[src/rtl/ddr_word_bridge.sv]
// Byte-wide cache port to 32-bit DDR local port bridge.
// Holds one read word so that a 4-byte line fill costs a single DDR read.
//
// state   | meaning
// --------+-----------------------------------------------------------
// IDLE    | waiting for a cache request; address/data latched here
// RD_CMD  | DDR read command presented until the controller accepts it
// RD_WAIT | read accepted, waiting for the DDR read data
// WR_CMD  | DDR write command presented until the controller accepts it
// RESP    | one-cycle ready pulse back to the cache
// RELEASE | waiting for the cache to drop both request enables
module ddr_word_bridge #(
    parameter int DATA_WIDTH     = 8,
    parameter int ADDRESS_LENGTH = 19,
    parameter int DDR_DATA_WIDTH = 32,
    parameter int BYTE_SEL_BITS  = 2
) (
    input  logic                                    Clk,
    input  logic                                    ResetFlag,
    input  logic                                    CacheWriteEnIn,
    input  logic                                    CacheReadEnIn,
    input  logic [ADDRESS_LENGTH-1:0]               CacheAddressIn,
    input  logic [DATA_WIDTH-1:0]                   CacheDataIn,
    output logic                                    CacheWriteReadyOut,
    output logic                                    CacheReadReadyOut,
    output logic [DATA_WIDTH-1:0]                   CacheDataOut,
    input  logic                                    DdrCmdReadyIn,
    input  logic                                    DdrReadDataValidIn,
    input  logic [DDR_DATA_WIDTH-1:0]               DdrReadDataIn,
    output logic                                    DdrReadReqOut,
    output logic                                    DdrWriteReqOut,
    output logic [ADDRESS_LENGTH-BYTE_SEL_BITS-1:0] DdrAddressOut,
    output logic [DDR_DATA_WIDTH-1:0]               DdrWriteDataOut,
    output logic [3:0]                              DdrByteEnOut
);

    localparam int LANES       = DDR_DATA_WIDTH / DATA_WIDTH;
    localparam int WORD_ADDR_W = ADDRESS_LENGTH - BYTE_SEL_BITS;

    typedef enum logic [2:0] {
        IDLE    = 3'd0,
        RD_CMD  = 3'd1,
        RD_WAIT = 3'd2,
        WR_CMD  = 3'd3,
        RESP    = 3'd4,
        RELEASE = 3'd5
    } stateType;

    stateType state;
    stateType nextState;

    logic [ADDRESS_LENGTH-1:0] addrReg;
    logic [DATA_WIDTH-1:0]     dataReg;
    logic                      isWrite;
    logic [DATA_WIDTH-1:0]     dataOutReg;

    logic                      bufValid;
    logic [WORD_ADDR_W-1:0]    bufWordAddr;
    logic [DDR_DATA_WIDTH-1:0] bufWord;

    logic [WORD_ADDR_W-1:0]    inWordAddr;
    logic [WORD_ADDR_W-1:0]    regWordAddr;
    logic [BYTE_SEL_BITS-1:0]  inLane;
    logic [BYTE_SEL_BITS-1:0]  regLane;
    logic                      bufHit;
    logic                      bufMatchReg;
    logic [DATA_WIDTH-1:0]     hitByte;
    logic [DATA_WIDTH-1:0]     missByte;
    logic [DDR_DATA_WIDTH-1:0] mergedWord;

    assign inWordAddr  = CacheAddressIn[ADDRESS_LENGTH-1:BYTE_SEL_BITS];
    assign inLane      = CacheAddressIn[BYTE_SEL_BITS-1:0];
    assign regWordAddr = addrReg[ADDRESS_LENGTH-1:BYTE_SEL_BITS];
    assign regLane     = addrReg[BYTE_SEL_BITS-1:0];
    assign bufHit      = bufValid && (bufWordAddr == inWordAddr);
    assign bufMatchReg = bufValid && (bufWordAddr == regWordAddr);
    assign CacheDataOut = dataOutReg;

    // Lane selection for hits, fresh DDR words, and write-through merging.
    always_comb begin
        hitByte    = '0;
        missByte   = '0;
        mergedWord = bufWord;
        for (int i = 0; i < LANES; i++) begin
            if (inLane == BYTE_SEL_BITS'(i)) begin
                hitByte = bufWord[i*DATA_WIDTH +: DATA_WIDTH];
            end
            if (regLane == BYTE_SEL_BITS'(i)) begin
                missByte = DdrReadDataIn[i*DATA_WIDTH +: DATA_WIDTH];
                mergedWord[i*DATA_WIDTH +: DATA_WIDTH] = dataReg;
            end
        end
    end

    always_ff @(posedge Clk) begin
        if (!ResetFlag) begin
            state <= IDLE;
        end else begin
            state <= nextState;
        end
    end

    always_comb begin
        nextState          = state;
        CacheWriteReadyOut = 1'b0;
        CacheReadReadyOut  = 1'b0;
        DdrReadReqOut      = 1'b0;
        DdrWriteReqOut     = 1'b0;
        DdrAddressOut      = '0;
        DdrWriteDataOut    = '0;
        DdrByteEnOut       = '0;
        case (state)
            IDLE: begin
                if (CacheWriteEnIn) begin
                    nextState = WR_CMD;
                end else if (CacheReadEnIn) begin
                    nextState = bufHit ? RESP : RD_CMD;
                end
            end
            RD_CMD: begin
                DdrReadReqOut = 1'b1;
                DdrAddressOut = regWordAddr;
                if (DdrCmdReadyIn) begin
                    nextState = RD_WAIT;
                end
            end
            RD_WAIT: begin
                if (DdrReadDataValidIn) begin
                    nextState = RESP;
                end
            end
            WR_CMD: begin
                DdrWriteReqOut  = 1'b1;
                DdrAddressOut   = regWordAddr;
                DdrWriteDataOut = {LANES{dataReg}};
                for (int i = 0; i < 4; i++) begin
                    DdrByteEnOut[i] = (regLane == BYTE_SEL_BITS'(i));
                end
                if (DdrCmdReadyIn) begin
                    nextState = RESP;
                end
            end
            RESP: begin
                CacheWriteReadyOut = isWrite;
                CacheReadReadyOut  = !isWrite;
                nextState          = RELEASE;
            end
            RELEASE: begin
                if (!CacheReadEnIn && !CacheWriteEnIn) begin
                    nextState = IDLE;
                end
            end
            default: nextState = IDLE;
        endcase
    end

    always_ff @(posedge Clk) begin
        if (!ResetFlag) begin
            addrReg     <= '0;
            dataReg     <= '0;
            isWrite     <= 1'b0;
            dataOutReg  <= '0;
            bufValid    <= 1'b0;
            bufWordAddr <= '0;
            bufWord     <= '0;
        end else begin
            case (state)
                IDLE: begin
                    if (CacheWriteEnIn) begin
                        addrReg <= CacheAddressIn;
                        dataReg <= CacheDataIn;
                        isWrite <= 1'b1;
                    end else if (CacheReadEnIn) begin
                        addrReg <= CacheAddressIn;
                        isWrite <= 1'b0;
                        if (bufHit) begin
                            dataOutReg <= hitByte;
                        end
                    end
                end
                RD_WAIT: begin
                    if (DdrReadDataValidIn) begin
                        bufValid    <= 1'b1;
                        bufWordAddr <= regWordAddr;
                        bufWord     <= DdrReadDataIn;
                        dataOutReg  <= missByte;
                    end
                end
                WR_CMD: begin
                    // Keep the read buffer coherent with the word just written.
                    if (DdrCmdReadyIn && bufMatchReg) begin
                        bufWord <= mergedWord;
                    end
                end
                default: ;
            endcase
        end
    end

endmodule

[config.mk]
export PLATFORM = sky130hd
export DESIGN_NAME = ddr_word_bridge
export DESIGN_NICKNAME = d
export VERILOG_FILES = /design/src/rtl/ddr_word_bridge.sv
export SDC_FILE = /design/constraint.sdc
export NUM_CORES = 1
export LEC_CHECK = 0
export CORE_MARGIN = 3
export CORE_UTILIZATION = 45
export DETAILED_ROUTE_END_ITERATION = 10
export GPL_TIMING_DRIVEN = 1
export PLACE_DENSITY = 0.83
export SYNTH_ARGS = -nofsm -noshare
export SYNTH_HDL_FRONTEND = slang
export SYNTH_SLANG_ARGS = --single-unit
[constraint.sdc]
create_clock -name Clk -period 1.9 [get_ports Clk]
set_clock_uncertainty 0.1 [all_clocks]
set_input_delay 0.19 -clock Clk [delete_from_list [all_inputs] [get_ports Clk]]
set_output_delay 0.19 -clock Clk [all_outputs]
set_load 0.02 [all_outputs]
==> metrics.yaml, run 1 <==
floorplan.initialDensity_pct: 46.3
worst_slew_pin_slew_ns: 0.508
drc: 0
p_clk_share_pct: 24.9
grt_pass1_vias: 4934
cp_slowest_stage_delay_ns: 0.39
ys_types: 45
synth_ff_type: "dfxtp_1"
nNetsFinal: 807
worst_hold_path_type: "in2reg"
period_share_pct: 103
h-tree-depth: 3
yosysSeqAreaShare_pct: 35.2
maxCapViolCount: 0
wirelength_mm: 15.1
hold_depth: 3
required_ns: 2.06
dr.first_iter.drc_count: 308
detail-route-antenna-nets: 0
boundaryPins: 130
rsz0062_at_grt: "true"
synth_edf_count: 0
cts_hold_buf: 0
p_sw_share_pct: 35.3
clkTransAtPathRegs_ns: 0.06
dieHeight_um: 112
wl_per_cell_um: 17.1
cp_num_cells: 6
syn_area_mm2: 0.00506
setup-violations-final: 10
core_area_mm2: 0.0109
root_buffer: "clkbuf_16"
placed_area_mm2: 0.00675
cp_top_family: "simple AND/OR/NAND/NOR gates"
netlist_instances: 596
final_area_mm2: 0.00714
async_flop_share_pct: 0
hp-start: "ResetFlag"
timing.rr.start: "addrReg[18]$_SDFFE_PN0P_"
clock_latency_ns: 0.34
num_rows: 38
cp_num_buf_inv: 1
drt_pass1_iterations: 4
reg2reg_depth: 6
failed_checks: "negative setup slack"
r2r_slack_ns: -0.05
cts_tree: "yes"
max_freq_ghz: 0.513
cp.arrival_ns: 2.11
layout_common_cells: "nand2_1, dfxtp_1, clkdlybuf4s50_1, buf_4"
die_area_mm2: 0.0126
clkSinkCount: 89
worstSetupPathType: "reg2reg"
irDropWorstVdd_uv: 527
pwr-share-comb_pct: 41.0
reg2reg_to: "bufWord[31]$_SDFFE_PN0P_"
status: "complete, but fails checks"
cellInternalPower_mw: 4.33
cts_buffer_depth: 2
ys_ff_latch: 89
area_delta_synth_final_pct: 41.0
synth_warnings: 0
final_common_cell: "nand2_1"
startpoint_type: "flip-flop"
syn-mean-instance-area_um2: 8.49
cts_made_buffers: 9
finalMaxSlewViolations: 0
diodes: 0
critical_path.cell_chain: "xor2_1 > nor4_2 > nand3_4 > o31ai_4 > buf_12 > mux2i_2"
end_kind: "flip-flop"
leakage_nw: 2.95
io_buffers: 129
seqPwrFrac_pct: 34.1
crit_path_top_delay_cell: "nor4_2"
max_slew_margin_pct: 66.1
path_max_fanout: 8
drive_above_1_share_pct: 28.8
power_density_mw_per_mm2: 937
period_needed_ns: 1.95
antenna_found_initial: 0
finalHoldViolations: 0
grt_max_degree: 82
fin_ws_ns: -0.0497
drt-vias-per-instance: 5.39
grt-ovfl-total: 0
synth_nets: 661
vias: 4777
gr-usage-all-layers_pct: 23.9
finalSetupTns_ns: -0.172
min_to: "state[0]$_SDFFE_PN0P_"
dp_hpwl_mm: 10.6
die_x_um: 112
grt_pass1_wl_mm: 24.3
power_switching_mw: 2.36
gp_congestion: 0.857
[final cells by class]
cell class	count	area, µm²
clock inverters	4	28.8
flip-flops and latches	89	1800
repair buffers	196	1790
inverters	11	41.3
fillers	845	3800
well taps	140	175
clock buffers	11	243
multi-input cells	435	3060
[synthesized netlist by cell type, types with 9 or more instances]
library cell,n,area share [%]
and3_1,11,1.4
and2_1,50,6.2
o21ai_0,34,3.4
mux2i_1,40,7.9
xnor2_1,9,1.6
dfxtp_1,89,35
a21oi_1,50,4.9
clkbuf_1,28,2.1
nand2_1,142,11
inv_1,11,0.82
nor2_1,12,0.89
buf_4,24,3.6
xor2_1,20,3.5
mux4_2,16,7.1
[power groups by stage]
stage | clock [mW] | combinational (mW) | sequential, mW
floorplan | 0 | 1.55 | 2.28
global placement | 0 | 2.53 | 2.28
detailed placement | 0 | 2.59 | 2.30
CTS | 1.67 | 2.67 | 2.27
global route | 1.76 | 2.95 | 2.31
finish | 1.66 | 2.74 | 2.28
[per-stage QoR]
stage          total power [mW]  std cells  setup slack [ns]  util [%]  hold slack (ns)
2_1_floorplan              3.83        596            0.0505         -            0.226
3_3_place_gp               4.81        863            -0.230      61.7            0.339
5_1_grt                    7.02        886           -0.0981      65.3            0.305
3_5_place_dp               4.89        863            -0.225      61.7            0.347
4_1_cts                    6.61        882           -0.0561      65.4            0.268
6_report                   6.69        886           -0.0497      65.3            0.276
[state kept, by name, summed over array words and instances (netlist names)]
| signal | count |
|---|---|
| bufWord | 32 |
| dataReg | 8 |
| CacheDataOut | 8 |
| bufValid | 1 |
| addrReg | 19 |
| state | 3 |
| isWrite | 1 |
| bufWordAddr | 17 |
[worst reg2reg max path, stage by stage (launching register included)]
cell and delay (ns):
dfxtp_2 0.33, xor2_1 0.17, nor4_2 0.39, nand3_4 0.18, o31ai_4 0.29, buf_12 0.19, mux2i_2 0.23
[routing by layer]
layer	wire, µm	part of all wire [%]	track usage (%)	vias up
met4	327	2.2	8.81	0
met3	1050	6.9	4.91	33
li1	-	-	-	2279
met2	7490	50	39.5	201
met5	0	0	0	-
met1	6260	41	31.0	2264
[cells by family after synthesis]
family	count (synthesis)	synth area share [%]
muxes	64	16.8
xor gates and xnor gates	29	5.02
buffers and inverters	72	7.42
and+or+nand+nor	244	24.0
AOI/OAI and AO/OA	98	11.5
DFF	89	35.2
[worst max path at each step]
stage,startpoint,endpoint,slack [ns]
6_report,addrReg[18]$_SDFFE_PN0P_,bufWord[31]$_SDFFE_PN0P_,-0.05
5_1_grt,addrReg[15]$_SDFFE_PN0P_,bufWord[16]$_SDFFE_PN0P_,-0.1
2_1_floorplan,state[2]$_SDFFE_PN0P_,bufWord[24]$_SDFFE_PN0P_,0.05
3_3_place_gp,CacheAddressIn[12],state[2]$_SDFFE_PN0P_,-0.23
3_5_place_dp,CacheAddressIn[12],state[2]$_SDFFE_PN0P_,-0.23
4_1_cts,bufWordAddr[9]$_SDFFE_PN0P_,bufWord[31]$_SDFFE_PN0P_,-0.06
[timing repair]
action / CTS / global route
setup buffers: 4 / 4
resized for setup: 167 / 69
pin swaps: 10 / 14
endpoints found under the setup margin: 91 / 125
gates cloned: 0 / 0
Power figures use the tool's default switching activity.
==> run 2, diff against run 1 <==
--- a/config.mk
+++ b/config.mk
@@ -10,6 +10,8 @@
 export DETAILED_ROUTE_END_ITERATION = 10
 export GPL_TIMING_DRIVEN = 1
 export PLACE_DENSITY = 0.83
+export SKIP_LAST_GASP = 1
 export SYNTH_ARGS = -nofsm -noshare
 export SYNTH_HDL_FRONTEND = slang
 export SYNTH_SLANG_ARGS = --single-unit
+export TNS_END_PERCENT = 20
==> constraint.sdc (replaced) <==
create_clock -name Clk -period 1.9 [get_ports Clk]
set_clock_uncertainty 0.1 [all_clocks]
set_input_delay 0.19 -clock Clk [delete_from_list [all_inputs] [get_ports Clk]]
set_output_delay 0.19 -clock Clk [all_outputs]
set_load 0.05 [all_outputs]
==> run 2 against run 1 <==
The flow still finishes with violations (negative setup slack). Count of clock-buffer cells in the layout down 1. Total power rose by 12%. Cell count shrank 0.11%. Non-clock buffer count decreased by 3. Wire length increased by 9.9%. Global-route usage is 1.9 points higher. Critical path depth up 1. Final area grew 9.3%. Largest power group unchanged.
==> metrics.yaml, run 2 (synthesis results as in run 1) <==
status: "complete, but fails checks"  # unchanged
failed_checks: "negative setup slack"  # unchanged
cts_tree: "yes"  # unchanged
setup-violations-final: 34  # was 10
layout_common_cells: "nand2_1, dfxtp_1, clkdlybuf4s50_1, buf_12, buf_4"  # was nand2_1, dfxtp_1, clkdlybuf4s50_1, buf_4
rsz0062_at_grt: "true"  # unchanged
max_slew_margin_pct: 61.8  # was 66.1%
timing.rr.start: "addrReg[7]$_SDFFE_PN0P_"  # was addrReg[18]$_SDFFE_PN0P_
cts_made_buffers: 9  # unchanged
dp_hpwl_mm: 11.5  # was 10.6 mm
dieHeight_um: 112  # unchanged
fin_ws_ns: -0.182  # was -0.0497 ns
period_share_pct: 110  # was 103%
r2r_slack_ns: -0.18  # was -0.05 ns
grt_use_met2_pct: 45.8  # was 39.5%
irDropWorstVdd_uv: 827  # was 527 µV
min_to: "bufWord[16]$_SDFFE_PN0P_"  # was state[0]$_SDFFE_PN0P_
finalSetupTns_ns: -3.00  # was -0.172 ns
dr.first_iter.drc_count: 403  # was 308
cp.arrival_ns: 2.24  # was 2.11 ns
finalPower_mw: 7.47  # was 6.69 mW
hp-start: "ResetFlag"  # unchanged
max_freq_ghz: 0.480  # was 0.513 GHz
end_kind: "flip-flop"  # unchanged
clkSinkCount: 89  # unchanged
regMostFlops: "bufWord"  # unchanged
reg2reg_depth: 7  # was 6
boundaryPins: 130  # unchanged
maxCapViolCount: 0  # unchanged
required_ns: 2.06  # about the same
power_density_mw_per_mm2: 956  # was 937 mW/mm²
startpoint_type: "flip-flop"  # unchanged
gr-usage-all-layers_pct: 25.7  # was 23.9%
largest_reg_flops: 32  # unchanged
path_max_fanout: 8  # unchanged
diodes: 0  # unchanged
leakage_nw: 3.15  # was 2.95 nW
h-tree-depth: 3  # unchanged
wirelength_mm: 16.6  # was 15.1 mm
io_buffers: 129  # unchanged
die_x_um: 112  # unchanged
drc: 0  # unchanged
worst_slew_pin_slew_ns: 0.572  # was 0.508 ns
drive_above_1_share_pct: 26.2  # was 28.8%
root_buffer: "clkbuf_16"  # unchanged
vias: 4976  # was 4777
final_common_cell: "nand2_1"  # unchanged
grt_util_met1_pct: 31.2  # was 31.0%
cts_buffer_depth: 2  # unchanged
reg2reg_to: "bufWord[1]$_SDFFE_PN0P_"  # was bufWord[31]$_SDFFE_PN0P_
period_needed_ns: 2.08  # was 1.95 ns
finalHoldViolations: 0  # unchanged
die_area_mm2: 0.0126  # unchanged
grt_pass1_vias: 5126  # was 4934
clock_latency_ns: 0.35  # was 0.34 ns
final.fill_count: 700  # was 845
drt-vias-per-instance: 5.62  # was 5.39
floorplan.initialDensity_pct: 46.3  # unchanged
grt_pass1_wl_mm: 26.1  # was 24.3 mm
area_delta_synth_final_pct: 54.2  # was 41.0%
wl_per_cell_um: 18.8  # was 17.1 µm
drt_pass1_iterations: 5  # was 4
num_rows: 38  # unchanged
clkTransAtPathRegs_ns: 0.07  # was 0.06 ns
hold_depth: 4  # was 3
antenna_found_initial: 0  # unchanged
finalMaxSlewViolations: 0  # unchanged
worst_hold_path_type: "in2reg"  # unchanged
worstSetupPathType: "reg2reg"  # unchanged
detail-route-antenna-nets: 0  # unchanged
globalRoute.busiestLayer: "met2"  # unchanged
nNetsFinal: 805  # was 807
gp_congestion: 0.895  # was 0.857
reg_top3: "bufWord: 32 flops, addrReg: 19 flops, bufWordAddr: 17 flops"  # unchanged
grt_use_met3_pct: 5.07  # was 4.91%
grt_max_degree: 63  # was 82
grt-ovfl-total: 0  # unchanged
core_area_mm2: 0.0109  # unchanged
run 2: per-layer routing:
layer / wire length, µm / share of wire (%) / vias to the layer above
met2: 8540 / 51 / 281
met3: 1300 / 7.8 / 47
met5: 0 / 0 / -
met1: 6360 / 38 / 2361
met4: 419 / 2.5 / 0
li1: - / - / 2287
run 2: repair_timing:
item,CTS,global route
pin swaps,3,8
gates cloned,1,0
resized for setup,12,12
setup buffers,0,2
hold buffers,0,0
endpoints found under the setup margin,111,92
run 2: area by class of cell:
cell class / instances / area [µm²] / share of cell area, %
clock buffer: 10 / 239 / 3.06
clock inverter: 6 / 96.3 / 1.23
inverter: 11 / 45.0 / 0.577
multi-input combinational: 436 / 3010 / 38.5
sequential: 89 / 1790 / 22.9
tap: 140 / 175 / 2.24
timing repair buffer: 193 / 2460 / 31.5
run 2: how the worst max path moves through the flow:
stage,slack [ns],from,cells after the start,endpoint
final,-0.18,addrReg[7]$_SDFFE_PN0P_,7,bufWord[1]$_SDFFE_PN0P_
after global routing,-0.21,addrReg[7]$_SDFFE_PN0P_,7,bufWord[1]$_SDFFE_PN0P_
after CTS,-0.11,addrReg[7]$_SDFFE_PN0P_,7,bufWord[1]$_SDFFE_PN0P_
after detailed placement,-0.35,CacheAddressIn[12],7,state[2]$_SDFFE_PN0P_
after global placement,-0.25,CacheAddressIn[12],7,state[2]$_SDFFE_PN0P_
after floorplan,-0.12,state[1]$_SDFFE_PN0P_,4,DdrWriteDataOut[17]
run 2: where the power goes:
part | switching (mW) | leakage [nW] | internal, mW | total, mW
Clock | 0.792 | 0.162 | 1.21 | 2.00
Combinational | 1.72 | 2.27 | 1.47 | 3.19
Sequential | 0.181 | 0.725 | 2.10 | 2.28
run 2: critical path: stages (launching register included):
cell	delay (ns)
dfxtp_2	0.35
xor2_1	0.20
nor4_4	0.32
nand4_4	0.23
buf_6	0.18
o31ai_4	0.20
buf_12	0.18
mux2i_2	0.24
run 2: stage by stage:
step	setup slack [ns]	hold slack, ns	utilization, %	std cells	cell area [µm²]
3_5_place_dp	-0.350	0.343	67.2	866	7340
3_3_place_gp	-0.249	0.339	67.2	866	7340
4_1_cts	-0.106	0.254	70.7	883	7730
2_1_floorplan	-0.120	0.226	-	596	5070
6_report	-0.182	0.263	71.4	885	7800
5_1_grt	-0.212	0.269	71.4	885	7800
